File: src/rtl/mem_timer_slave.sv
// mem_timer_slave: memory-mapped machine timer on the core's data-RAM bus.
// Holds a free-running 64-bit mtime with a prescaler, a 64-bit compare value,
// control (EN, PERIODIC) and status (PEND, write-1-to-clear) registers.
// Reads are combinational (zero wait states) and writes take effect on the clock edge.
// Writes honour the byte-lane selects.
//
// Ports:
//   clk, rst      core clock, asynchronous active-high reset
//   ce_i, we_i    bus chip enable / write enable
//   addr_i        byte address; [31:5] decode, [4:2] register offset
//   sel_i         write byte-lane select
//   data_i        write data
//   data_o        read data, 0 unless this block is read this cycle
//   hit_o         combinational address hit
//   timer_int_o   registered level timer interrupt
module mem_timer_slave #(
  parameter logic [31:0] BASE_ADDR  = 32'h1000_0000,
  parameter int unsigned PRESCALE_W = 16
) (
  input  logic        clk,
  input  logic        rst,
  input  logic        ce_i,
  input  logic        we_i,
  input  logic [31:0] addr_i,
  input  logic [3:0]  sel_i,
  input  logic [31:0] data_i,
  output logic [31:0] data_o,
  output logic        hit_o,
  output logic        timer_int_o
);

  typedef enum logic [2:0] {
    REG_MTIME_LO = 3'd0,
    REG_MTIME_HI = 3'd1,
    REG_CMP_LO   = 3'd2,
    REG_CMP_HI   = 3'd3,
    REG_CTRL     = 3'd4,
    REG_PRESCALE = 3'd5,
    REG_STATUS   = 3'd6,
    REG_RSVD     = 3'd7
  } reg_off_e;

  logic [63:0]           mtime_q, mtime_d;
  logic [63:0]           cmp_q, cmp_d;
  logic                  en_q, en_d;
  logic                  periodic_q, periodic_d;
  logic                  pend_q, pend_d;
  logic [PRESCALE_W-1:0] prescale_q, prescale_d;
  logic [PRESCALE_W-1:0] pcnt_q, pcnt_d;
  logic                  int_q, int_d;

  reg_off_e              off;
  logic                  wr;
  logic                  tick;
  logic                  cmp_ge;
  logic                  mtime_wr;
  logic [31:0]           prescale_wide;
  logic                  addr_unused;

  function automatic logic [31:0] lane_merge(input logic [31:0] old_v,
                                             input logic [31:0] new_v,
                                             input logic [3:0]  sel);
    logic [31:0] r;
    r = old_v;
    for (int unsigned i = 0; i < 4; i++) begin
      if (sel[i]) r[8*i +: 8] = new_v[8*i +: 8];
    end
    return r;
  endfunction

  assign hit_o       = ce_i && (addr_i[31:5] == BASE_ADDR[31:5]);
  assign off         = reg_off_e'(addr_i[4:2]);
  assign addr_unused = ^addr_i[1:0];
  assign wr          = hit_o && we_i;
  assign mtime_wr    = wr && (off == REG_MTIME_LO || off == REG_MTIME_HI);
  assign tick        = en_q && (pcnt_q == prescale_q);
  assign cmp_ge      = mtime_q >= cmp_q;
  assign timer_int_o = int_q;

  always_comb begin
    data_o = '0;
    if (hit_o && !we_i) begin
      case (off)
        REG_MTIME_LO: data_o = mtime_q[31:0];
        REG_MTIME_HI: data_o = mtime_q[63:32];
        REG_CMP_LO:   data_o = cmp_q[31:0];
        REG_CMP_HI:   data_o = cmp_q[63:32];
        REG_CTRL:     data_o = {30'd0, periodic_q, en_q};
        REG_PRESCALE: data_o = 32'(prescale_q);
        REG_STATUS:   data_o = {31'd0, pend_q};
        default:      data_o = '0;
      endcase
    end
  end

  always_comb begin
    mtime_d       = mtime_q;
    cmp_d         = cmp_q;
    en_d          = en_q;
    periodic_d    = periodic_q;
    pend_d        = pend_q;
    prescale_d    = prescale_q;
    pcnt_d        = pcnt_q;
    prescale_wide = lane_merge(32'(prescale_q), data_i, sel_i);
    // Interrupt is computed from pre-edge state, giving one cycle of latency.
    int_d         = en_q && (periodic_q ? pend_q : cmp_ge);

    if (wr) begin
      case (off)
        REG_MTIME_LO: mtime_d[31:0]  = lane_merge(mtime_q[31:0], data_i, sel_i);
        REG_MTIME_HI: mtime_d[63:32] = lane_merge(mtime_q[63:32], data_i, sel_i);
        REG_CMP_LO:   cmp_d[31:0]    = lane_merge(cmp_q[31:0], data_i, sel_i);
        REG_CMP_HI:   cmp_d[63:32]   = lane_merge(cmp_q[63:32], data_i, sel_i);
        REG_CTRL: begin
          if (sel_i[0]) begin
            en_d       = data_i[0];
            periodic_d = data_i[1];
            if (!data_i[1]) pend_d = 1'b0;
          end
        end
        REG_PRESCALE: prescale_d = PRESCALE_W'(prescale_wide);
        REG_STATUS: begin
          if (sel_i[0] && data_i[0]) pend_d = 1'b0;
        end
        default: ;
      endcase
    end

    if (mtime_wr || tick) begin
      pcnt_d = '0;
    end else if (en_q) begin
      pcnt_d = pcnt_q + PRESCALE_W'(1);
    end

    // A bus write to mtime pre-empts both the periodic reload and the increment.
    // The PEND set is applied last so it wins over a same-cycle clear.
    if (!mtime_wr && tick) begin
      if (periodic_q && cmp_ge) begin
        mtime_d = '0;
        pend_d  = 1'b1;
      end else begin
        mtime_d = mtime_q + 64'd1;
      end
    end
  end

  always_ff @(posedge clk or posedge rst) begin
    if (rst) begin
      mtime_q    <= '0;
      cmp_q      <= '1;
      en_q       <= 1'b0;
      periodic_q <= 1'b0;
      pend_q     <= 1'b0;
      prescale_q <= '0;
      pcnt_q     <= '0;
      int_q      <= 1'b0;
    end else begin
      mtime_q    <= mtime_d;
      cmp_q      <= cmp_d;
      en_q       <= en_d;
      periodic_q <= periodic_d;
      pend_q     <= pend_d;
      prescale_q <= prescale_d;
      pcnt_q     <= pcnt_d;
      int_q      <= int_d;
    end
  end

endmodule

File: config.mk
export PLATFORM = sky130hd
export DESIGN_NAME = mem_timer_slave
export DESIGN_NICKNAME = d
export VERILOG_FILES = /design/src/rtl/mem_timer_slave.sv
export SDC_FILE = /design/constraint.sdc
export NUM_CORES = 1
export LEC_CHECK = 0
export ABC_AREA = 1
export CAP_MARGIN = 20
export CELL_PAD_IN_SITES_DETAIL_PLACEMENT = 0
export CELL_PAD_IN_SITES_GLOBAL_PLACEMENT = 1
export CORE_AREA = 10 10 193 195
export DETAILED_ROUTE_END_ITERATION = 10
export DIE_AREA = 0 0 203 205
export HOLD_SLACK_MARGIN = 0.08
export PLACE_DENSITY_LB_ADDON = 0.1
export RECOVER_POWER = 50
export SETUP_SLACK_MARGIN = 0.5
export SLEW_MARGIN = 30
export SYNTH_ARGS = -nofsm -noshare
export SYNTH_HDL_FRONTEND = slang
export SYNTH_SLANG_ARGS = --single-unit
File: constraint.sdc
create_clock -name clk -period 9.15 [get_ports clk]
set_input_delay 0.915 -clock clk [delete_from_list [all_inputs] [get_ports clk]]
set_output_delay 0.915 -clock clk [all_outputs]
set_load 0.05 [all_outputs]
Word-level counts from Yosys, hierarchy flattened
Cells that the tools add are included.

storage, ports and cells
  flip-flop bits (word level) = 164
  input port bits = 72
  output and inout port bits = 34
  word-level logic and storage cells = 96

cells by class
  add/subtract/negate cells = 2
  order comparisons = 1
  equal/unequal tests = 8
  mux-type cells = 21
  reduce and logical (&&, ||, !) cells = 41

operators by type and width
  kind                                                               number
  32-bit case mux with 7 select lines                                1
  64-bit 2-to-1 mux                                                  3
  32-bit 2-to-1 mux                                                  3
  64-bit by 1-bit adder with 64-bit output, second input constant    1
  64-bit >= comparator                                               1
  3-bit AND reduction                                                19
  16-bit 2-to-1 mux                                                  2
  8-bit 2-to-1 mux                                                   4
  27-bit by 24-bit == test with 1-bit output, second input constant  1
  16-bit by 1-bit adder with 16-bit output, second input constant    1
  16-bit == test                                                     1
  2-bit nonzero test                                                 8
  3-bit == test, second input constant                               3
  1-bit logical AND                                                  9
  1-bit 2-to-1 mux                                                   7
  3-bit by 2-bit == test with 1-bit output, second input constant    2
  3-bit by 1-bit == test with 1-bit output, second input constant    1
  3-bit zero test                                                    1
  1-bit zero test                                                    2
  1-bit logical OR                                                   2
  1-bit case mux with 2 select lines                                 1

Depth between registers and ports, before layout
Gate-level depths: netlist of run 1.

  depth after elaboration = 8
  mapped depth = 19
  mapped depth without buffers = 18

Worst setup path after synthesis of run 1
OpenSTA, ideal clock, no wires.

  path type = input -> output
  start point = input addr_i[27]
  end point = output data_o[11]
  data arrival time = 3.069 ns
  required time = 8.235 ns
  slack = 5.166 ns
  stages on the path = 8
  path buffers = 1
  path through = inv_1 nand2_1 nor2_1 nand2_1 nor3_4 nand3b_1 clkbuf_1 a31oi_1

on the way
  longest elaborated chain between the ends = 4

ends and longest elaborated chain
  item                                        RTL line  text
  start, declared                             24        input logic [31:0] addr_i,
  27-bit by 24-bit == test with 1-bit output  71        assign hit_o = ce_i && (addr_i[31:5] == BASE_ADDR[31:5]);
  1-bit logical AND                           71
  named net hit_o                             28        output logic hit_o,
  1-bit logical AND                           82        if (hit_o && !we_i) begin
  32-bit 2-to-1 mux                           82
  end, declared                               27        output logic [31:0] data_o,

The timed path passes the listed nets, and every way through them passes these cells.

Worst setup path after layout of run 1
  start point = input addr_i[3]
  end point = output data_o[1]

on the way
  longest elaborated chain between the ends = 3
  elaborated cells on any way between the ends = 9
  classes of those cells = eq/ne: 6; mux: 2; reduce/logical: 1

ends and longest elaborated chain
  item                                         RTL line  text
  3-bit == test, or another cell as far along  83        case (off)
  32-bit case mux with 7 select lines *        83
  32-bit 2-to-1 mux *                          82

Mark *: on every way between the ends. The rest lies on a longest branch, timed or not.

==> results of run 1 <==
[worst min-delay path, cell delays in order (launching register included)]
cell and delay (ps):
dfstp_2 370, nand2_1 50, o21ai_0 70
[Yosys cell counts (4+ instances only)]
library cell | n | area (um^2)
a21oi_1 | 144 | 720.7
a221oi_1 | 11 | 96.34
a31oi_1 | 9 | 56.30
buf_2 | 14 | 70.07
buf_6 | 4 | 45.04
clkbuf_1 | 25 | 93.84
clkinv_2 | 4 | 20.02
dfrtp_1 | 100 | 2502
dfstp_2 | 64 | 1682
ha_1 | 66 | 825.8
inv_1 | 246 | 923.4
inv_2 | 9 | 33.78
nand2_1 | 521 | 1956
nand2_2 | 4 | 25.02
nand2_4 | 6 | 67.56
nand3_1 | 54 | 270.3
nand3_2 | 5 | 50.05
nand3b_1 | 5 | 37.54
nand4_1 | 40 | 250.2
nor2_1 | 414 | 1554
nor2_2 | 9 | 56.30
nor2_4 | 8 | 90.09
nor3_1 | 49 | 245.2
nor3_2 | 6 | 60.06
nor3b_2 | 6 | 75.07
nor4_1 | 4 | 25.02
o21ai_0 | 107 | 535.5
o21ai_1 | 6 | 30.03
o221ai_1 | 5 | 43.79
o22ai_1 | 20 | 125.1
o31ai_1 | 9 | 67.56
xnor2_1 | 7 | 61.31
xor2_1 | 26 | 227.7
[worst min path at each step]
stage / cells past startpoint / slack (ps) / end
2_1_floorplan: 2 / 470 / cmp_q[1]
3_3_place_gp: 2 / 480 / cmp_q[33]
3_5_place_dp: 2 / 480 / cmp_q[33]
4_1_cts: 2 / 490 / cmp_q[47]
5_1_grt: 2 / 510 / cmp_q[11]
6_report: 2 / 490 / cmp_q[16]
[logic make-up (layout without fill, tap and decap cells)]
logic type,count (synthesis),count (layout),synth area share
AND/OR/NAND/NOR,1142,1142,0.3707
buffers and inverters,308,408,0.09258
XOR/XNOR,33,33,0.02194
flip-flops,164,164,0.3175
adder cells (fa/ha/maj),66,66,0.06267
AO/OA/AOI/OAI,323,323,0.1346
[metrics by stage]
step / instance area (um^2) / cells / util / setup WS, ps
after CTS: 15250 / 2583 / 0.4584 / 3723
after global placement: 14640 / 2551 / 0.4398 / 3689
after global routing: 15240 / 2584 / 0.4580 / 3628
after detailed placement: 14640 / 2551 / 0.4398 / 3726
after floorplan: 13180 / 2036 / - / 3908
final: 15240 / 2584 / 0.4580 / 3739
[state kept, by name, summed over array words and instances, names as in the netlist]
name / cells
pcnt_q: 16
cmp_q: 64
periodic_q: 1
mtime_q: 64
prescale_q: 16
timer_int_o: 1
en_q: 1
pend_q: 1
[metal layers]
layer / vias to the layer above / routed length [um]
li1: 6735 / -
met1: 6433 / 25300
met2: 405 / 22190
met3: 38 / 3642
met4: 0 / 775
met5: - / 0
[final cells by class]
class,count,area share
inverters,260,0.06444
clock inverters,11,0.009769
well taps,448,0.03678
repair buffers,116,0.07405
clock buffers,21,0.03087
flip-flops and latches,164,0.2745
multi-input cells,1564,0.5096
[where the power goes]
group	leakage (nW)	internal (W)	switching, W
sequential	2.06	0.000726	0.000000000115
clock	0.296	0.000452	0.000330
combinational	3.67	0.0000339	0.0000582
total	6.02	0.00121	0.000388
==> flow_summary.yaml, run 1 <==
critical_path:
  cp_max_fo: 18
  cp.arrival_ps: 4500
  cp_top_family: "buffers and inverters"
  critPathLaunch: "addr_i[3]"
  crit_type: "in -> out"
  critPathRequiredTime_ps: 8240
  crit_path_top_delay_cell: "clkdlybuf4s50_1"
  cp-start-kind: "input port"
  worst-path-buf-inv: 5
  worstPathCellList: "clkdlybuf4s50_1 > inv_1 > nor3_4 > buf_4 > inv_1 > o21ai_0 > a21oi_1 > a21oi_1 > clkdlybuf4s50_1"
  r2r_slack_ps: 5960
  endpoint: "data_o[1]"
  r2r-end: "mtime_q[46]"
  reg2regPathDepth: 8
  r2r_start: "pcnt_q[14]"
  timing.critical_path.slowest_cell_delay_ps: 850
  cp-end-kind: "output pin"
  worst-path-stages: 9
routing:
  ant_nets: 0
  firstDrtPassIters: 5
  drt_iter0_drc: 1238
  viasPerCell: 5.267
  routed_wl_mm: 51.91
  num_vias: 13610
  wl_per_cell_um: 20.09
  post-route-drc-count: 0
run:
  cap_violations: 1
pwr:
  vdd_drop_max_v: 0.0001403
  power.density_mw_per_mm2: 105.0
  p_total_w: 0.001601
  p_leak_nw: 6.019
run_status:
  failed_checks: "max-capacitance violations, max-slew violations"
  status: "finished, violations left"
global_route:
  use_met2: 0.3715
  top_usage_layer: "met2"
  grt_max_degree: 101
  grt_pass1_vias: 13280
  grt_util_met3: 0.05576
  grt_use_total: 0.2515
  antenna_found_initial: 0
  grt_pass1_wl_mm: 80.45
  use_met1: 0.3651
  grt_overflow_total: 0
timing:
  setup_viol: 0
  hold_slack_ps: 490.9
  period_share: 0.5913
  fin_tns_setup_ps: 0
  relSlewSlack: -2.165
  hold_viol: 0
  fin_worst_skew_ps: 13.13
  fin_crit_ps: 5411
  finalMaxSlewViolations: 101
  grt_setup_unrepaired: "false"
  fmax_ghz: 0.1848
  worstMarginPinSlew_ps: 4721
place:
  gp_congestion: 0.9802
  hpwlAfterDp_mm: 40.36
  port_buffers: 103
cells_and_area:
  diodes: 0
  final_common_cell: "nand2_1"
  syn_to_final_growth_pct: 15.67
  drive_gt1_frac: 0.08146
  nets: 2261
  final_cell_mix: "nand2_1 (520), nor2_1 (413), inv_1 (244), a21oi_1 (144), o21ai_0 (107)"
  multi_input_area_mm2: 0.007766
  fill_cells: 3641
  ff_latch_area_mm2: 0.004184
clocking:
  numCtsBuffers: 17
  cts.sinks: 164
  cts_root_buf: "clkbuf_16"
  htreeDepth: 4
  cts_setup_buffers: 0
  path_clk_slew_ps: 70
  clockBufferDepth: 2
  cts_resized: 0
  cts_hold_buf: 0
  clkLatencyLatePin_ps: 460
  cts_tree: "done"
synth:
  synth_enable_flop_cells: 0
  synth.distinct_cells: 53
  synthCells: 2036
  async_flop_share: 1.000
  yosys_warnings: 0
  syn_area_per_cell_um2: 6.472
  ys_ff_latch: 164
  seq_area_frac_synth: 0.3175
  synth-main-ff-cell: "dfrtp_1"
  synthesis.area_mm2: 0.01318
  syn_nets: 2174
hold_path:
  hold_start: "cmp_q[16]"
  hold_class: "reg -> reg"
floorplanning:
  start_util: 0.3959
  die_x_um: 203
  std_cell_rows: 67
  dieArea_mm2: 0.04162
  fp.coreArea_mm2: 0.03328
  io_pins: 106
  dieHeight_um: 205
No activity file was read; power rests on OpenSTA's default activity.
==> run 2: changes to the inputs <==
Clock period 9.15 ns to 5.61 ns, I/O delays scaled along.
==> run 2 against run 1 <==
- the flow still finishes with violations (max-capacitance violations, max-slew violations)
- highest routed layer unchanged
- clock power up 69%
- critical endpoint is now data_o[10]
- sequential share of layout area about the same
- non-clock buffer count up 1
==> flow_summary.yaml, run 2 (synthesis gave the netlist of run 1 again) <==
cells_and_area:
  nets: 2262
  reg.largest.list: "cmp_q (64), mtime_q (64)"
  final_cell_mix: "nand2_1 (519), nor2_1 (413), inv_1 (246), a21oi_1 (144), o21ai_0 (107)"
  syn_to_final_growth_pct: 15.83
  final_common_cell: "nand2_1"
  fill_cells: 3622
  drive_gt1_frac: 0.08002
  diodes: 0
  final_cells: 2585
floorplanning:
  dieHeight_um: 205
  io_pins: 106
  die_x_um: 203
  fp.coreArea_mm2: 0.03328
  start_util: 0.3959
  dieArea_mm2: 0.04162
  std_cell_rows: 67
critical_path:
  cp-end-kind: "output pin"
  cp-start-kind: "input port"
  worst-path-buf-inv: 6
  timing.critical_path.slowest_cell_delay_ps: 720
  critPathRequiredTime_ps: 5050
  crit_path_top_delay_cell: "clkdlybuf4s50_1"
  cp.arrival_ps: 3780
  worstPathCellList: "clkdlybuf4s50_1 > inv_1 > nor3_2 > buf_4 > inv_1 > buf_4 > o221ai_1 > a221oi_1 > nor2_1 > clkdlybuf4s50_1"
  cp_max_fo: 16
  cp_top_family: "buffers and inverters"
  crit_type: "in -> out"
clocking:
  cts_root_buf: "clkbuf_16"
  path_clk_slew_ps: 60
  htreeDepth: 4
  cts.sinks: 164
  clockBufferDepth: 2
  cts_setup_buffers: 0
  cts_hold_buf: 0
  cts_tree: "done"
  numCtsBuffers: 17
  clkLatencyLatePin_ps: 460
  cts_resized: 0
place:
  port_buffers: 103
  dp_cells: 2553
  gp_congestion: 0.9676
  hpwlAfterDp_mm: 41.21
global_route:
  grt_util_met3: 0.03949
  grt_use_total: 0.2553
  grt_overflow_total: 0
  grt_pass1_wl_mm: 81.06
  grt_max_degree: 90
  use_met1: 0.3739
  use_met2: 0.3833
  grt_pass1_vias: 13210
  top_usage_layer: "met2"
  antenna_found_initial: 0
pwr:
  vdd_drop_max_v: 0.0002185
  p_leak_nw: 6.044
  power.density_mw_per_mm2: 174.0
timing:
  relSlewSlack: -1.427
  period_share: 0.7739
  worstMarginPinSlew_ps: 3641
  hold_viol: 0
  setup_viol: 0
  fmax_ghz: 0.2303
  fin_worst_skew_ps: 14.28
  grt_setup_unrepaired: "false"
  fin_crit_ps: 4341
  fin_tns_setup_ps: 0
  finalMaxSlewViolations: 89
routing:
  drt_iter0_drc: 1193
  post-route-drc-count: 0
  viasPerCell: 5.323
  ant_nets: 0
  routed_wl_mm: 53.02
  wl_per_cell_um: 20.51
  firstDrtPassIters: 5
  num_vias: 13760
hold_path:
  hold_class: "reg -> reg"
run_status:
  status: "finished, violations left"
  failed_checks: "max-capacitance violations, max-slew violations"
run:
  cap_violations: 1
==> run 2: worst paths after layout <==
check	startpoint	to	slack, ps	cells past startpoint
max	addr_i[3]	data_o[10]	1270	10
min	cmp_q[31]	cmp_q[31]	490	2
max reg2reg	en_q	mtime_q[46]	2240	11
min reg2reg	cmp_q[31]	cmp_q[31]	490	2
max in group asynchronous	rst	mtime_q[20]	1610	2
min in group asynchronous	rst	prescale_q[5]	1890	2
==> run 2: through the flow <==
stage	util	area (um^2)	total power, W	hold slack (ps)	setup slack [ps]
2_1_floorplan	-	13180	0.001263	466.5	721.6
3_3_place_gp	0.4406	14660	0.001360	479.1	1275
3_5_place_dp	0.4406	14660	0.001361	484.2	1267
4_1_cts	0.4593	15290	0.002678	492.1	1264
5_1_grt	0.4586	15260	0.002730	500.8	908.0
6_report	0.4586	15260	0.002656	488.5	1269
==> run 2: worst min-delay path: stages, from the launching register on <==
cell and delay [ps]:
dfstp_2 370, nand2_1 50, o21ai_0 70
==> run 2: cell type report <==
type,count,area (um^2),share of cell area
clock buffer,21,440.4,0.02886
timing repair buffer,117,1145,0.07501
sequential,164,4184,0.2741
tap,448,560.5,0.03673
clock inverter,11,182.7,0.01197
inverter,260,980.9,0.06427
multi-input combinational,1564,7769,0.5090
==> run 2: where the power goes <==
group | internal, W | switching [W] | leakage (nW)
registers | 0.00118 | 0.000000000191 | 2.06
logic | 0.0000573 | 0.0000964 | 3.68
clock network | 0.000787 | 0.000531 | 0.307
==> run 2: layer usage <==
layer / vias to the layer above / part of all wire
met3: 40 / 0.063
met1: 6543 / 0.49
li1: 6752 / -
met5: - / 0
met4: 0 / 0.016
met2: 426 / 0.43
==> run 3: changes to the inputs <==
Settings changed: CORE_AREA 10 10 193 195 to 10 10 198 200, DIE_AREA 0 0 203 205 to 0 0 208 210.
Clock period 5.61 ns to 3.7 ns, I/O delays scaled along.
==> run 3 against run 2 <==
- the run still ends with max-capacitance violations, max-slew violations left
- worst setup slack lost 610 ps
- non-clock buffer count grew 16
- highest routed layer is now met5
- register-to-register slack lost 1400 ps
==> flow_summary.yaml, run 3 (synthesis gave the netlist of run 1 again) <==
floorplanning:
  fp.coreArea_mm2: 0.03522
  dieArea_mm2: 0.04368
  die_x_um: 208
  io_pins: 106
  dieHeight_um: 210
  start_util: 0.3741
  std_cell_rows: 69
routing:
  viasPerCell: 5.252
  firstDrtPassIters: 5
  num_vias: 13730
  drt_iter0_drc: 1109
  wl_per_cell_um: 20.32
  routed_wl_mm: 53.13
  post-route-drc-count: 0
  ant_nets: 0
critical_path:
  timing.critical_path.slowest_cell_delay_ps: 560
  cp-start-kind: "input port"
  worst-path-buf-inv: 3
  crit_type: "in -> out"
  cp_max_fo: 32
  cp_top_family: "buffers and inverters"
  worstPathCellList: "dlygate4sd3_1 > nor2_1 > nand2_1 > nor2_1 > nand2_1 > nor3_4 > nand3b_1 > buf_4 > a41oi_1 > buf_12"
  critPathRequiredTime_ps: 3330
  cp.arrival_ps: 2670
  cp-end-kind: "output pin"
  crit_path_top_delay_cell: "dlygate4sd3_1"
timing:
  fin_worst_skew_ps: 10.68
  hold_viol: 0
  worstMarginPinSlew_ps: 1562
  fin_crit_ps: 3042
  relSlewSlack: -0.04722
  finalMaxSlewViolations: 89
  fin_tns_setup_ps: 0
  grt_setup_unrepaired: "false"
  period_share: 0.8223
  setup_viol: 0
  fmax_ghz: 0.3287
place:
  gp_congestion: 0.9686
  dp_cells: 2582
  port_buffers: 103
  hpwlAfterDp_mm: 41.59
clocking:
  numCtsBuffers: 17
  clkLatencyLatePin_ps: 460
  cts.sinks: 164
  cts_resized: 0
  cts_tree: "done"
  path_clk_slew_ps: 70
  cts_hold_buf: 0
  cts_setup_buffers: 0
  cts_root_buf: "clkbuf_16"
  clockBufferDepth: 2
  htreeDepth: 4
cells_and_area:
  final_common_cell: "nand2_1"
  final_cells: 2614
  fill_cells: 3802
  ff_latch_area_mm2: 0.004184
  final_cell_mix: "nand2_1 (520), nor2_1 (413), inv_1 (245), a21oi_1 (144), o21ai_0 (107)"
  diodes: 0
  reg.largest.list: "cmp_q (64), mtime_q (64)"
  drive_gt1_frac: 0.1036
  nets: 2278
  multi_input_area_mm2: 0.007771
  syn_to_final_growth_pct: 19.61
global_route:
  grt_overflow_total: 0
  grt_use_total: 0.2412
  antenna_found_initial: 1
  grt_pass1_vias: 13250
  grt_max_degree: 75
  grt_pass1_wl_mm: 81.63
run_status:
  failed_checks: "max-capacitance violations, max-slew violations"
  status: "finished, violations left"
pwr:
  vdd_drop_max_v: 0.0003117
  power.density_mw_per_mm2: 253.2
  p_leak_nw: 6.275
hold_path:
  hold_class: "in -> reg"
run:
  cap_violations: 2
## run 3: power breakdown
part / switching [W] / internal, W
Sequential: 0.000000000262 / 0.00180
Combinational: 0.000147 / 0.0000898
Clock: 0.000820 / 0.00114
## run 3: final cells by class
class / instances / share of cell area
Multi-Input combinational cell: 1564 / 0.4931
Clock buffer: 22 / 0.03072
Timing Repair Buffer: 133 / 0.1026
Sequential cell: 164 / 0.2655
Clock inverter: 10 / 0.009209
Inverter: 260 / 0.06232
Tap cell: 461 / 0.03660
## run 3: routing by layer
metal	vias up	share of wire	track usage
met1	6538	0.49	0.3502
met2	366	0.43	0.3607
met3	49	0.060	0.04154
li1	6774	-	-
met4	2	0.020	0.06322
met5	-	0.00024	0
## run 3: path summary, 6_finish.rpt
check	start	endpoint	slack, ps	cells after the start
worst max-delay path	addr_i[17]	data_o[0]	660	10
worst min-delay path	data_i[31]	cmp_q[31]	480	3
worst max register to register	cmp_q[55]	mtime_q[23]	850	14
worst min register to register	cmp_q[27]	cmp_q[27]	490	2
max in group asynchronous	rst	mtime_q[52]	820	3
min in group asynchronous	rst	pcnt_q[1]	730	2
## run 3: stage by stage
step	utilization	hold WS (ps)	total power, W	setup WS (ps)	area, um^2
after floorplan	-	466.5	0.001916	806.3	13180
after global placement	0.4306	476.3	0.002069	713.8	15170
after detailed placement	0.4306	483.2	0.002069	724.7	15170
after CTS	0.4485	422.2	0.004039	714.2	15800
after global routing	0.4474	488.2	0.004141	346.5	15760
final	0.4474	480.5	0.003991	657.6	15760
## run 3: worst register-to-register path, cell delays in order, from the launching register on
cell and delay [ps]:
dfstp_2 540, inv_1 40, ha_1 310, nand4_1 160, nor3_1 410, nand2_1 290
nor2_1 150, nand2_1 60, nand2_1 60, nor2_1 30, nand2_1 140, nand2_2 80
buf_12 210, nand2_1 190, a21oi_1 80
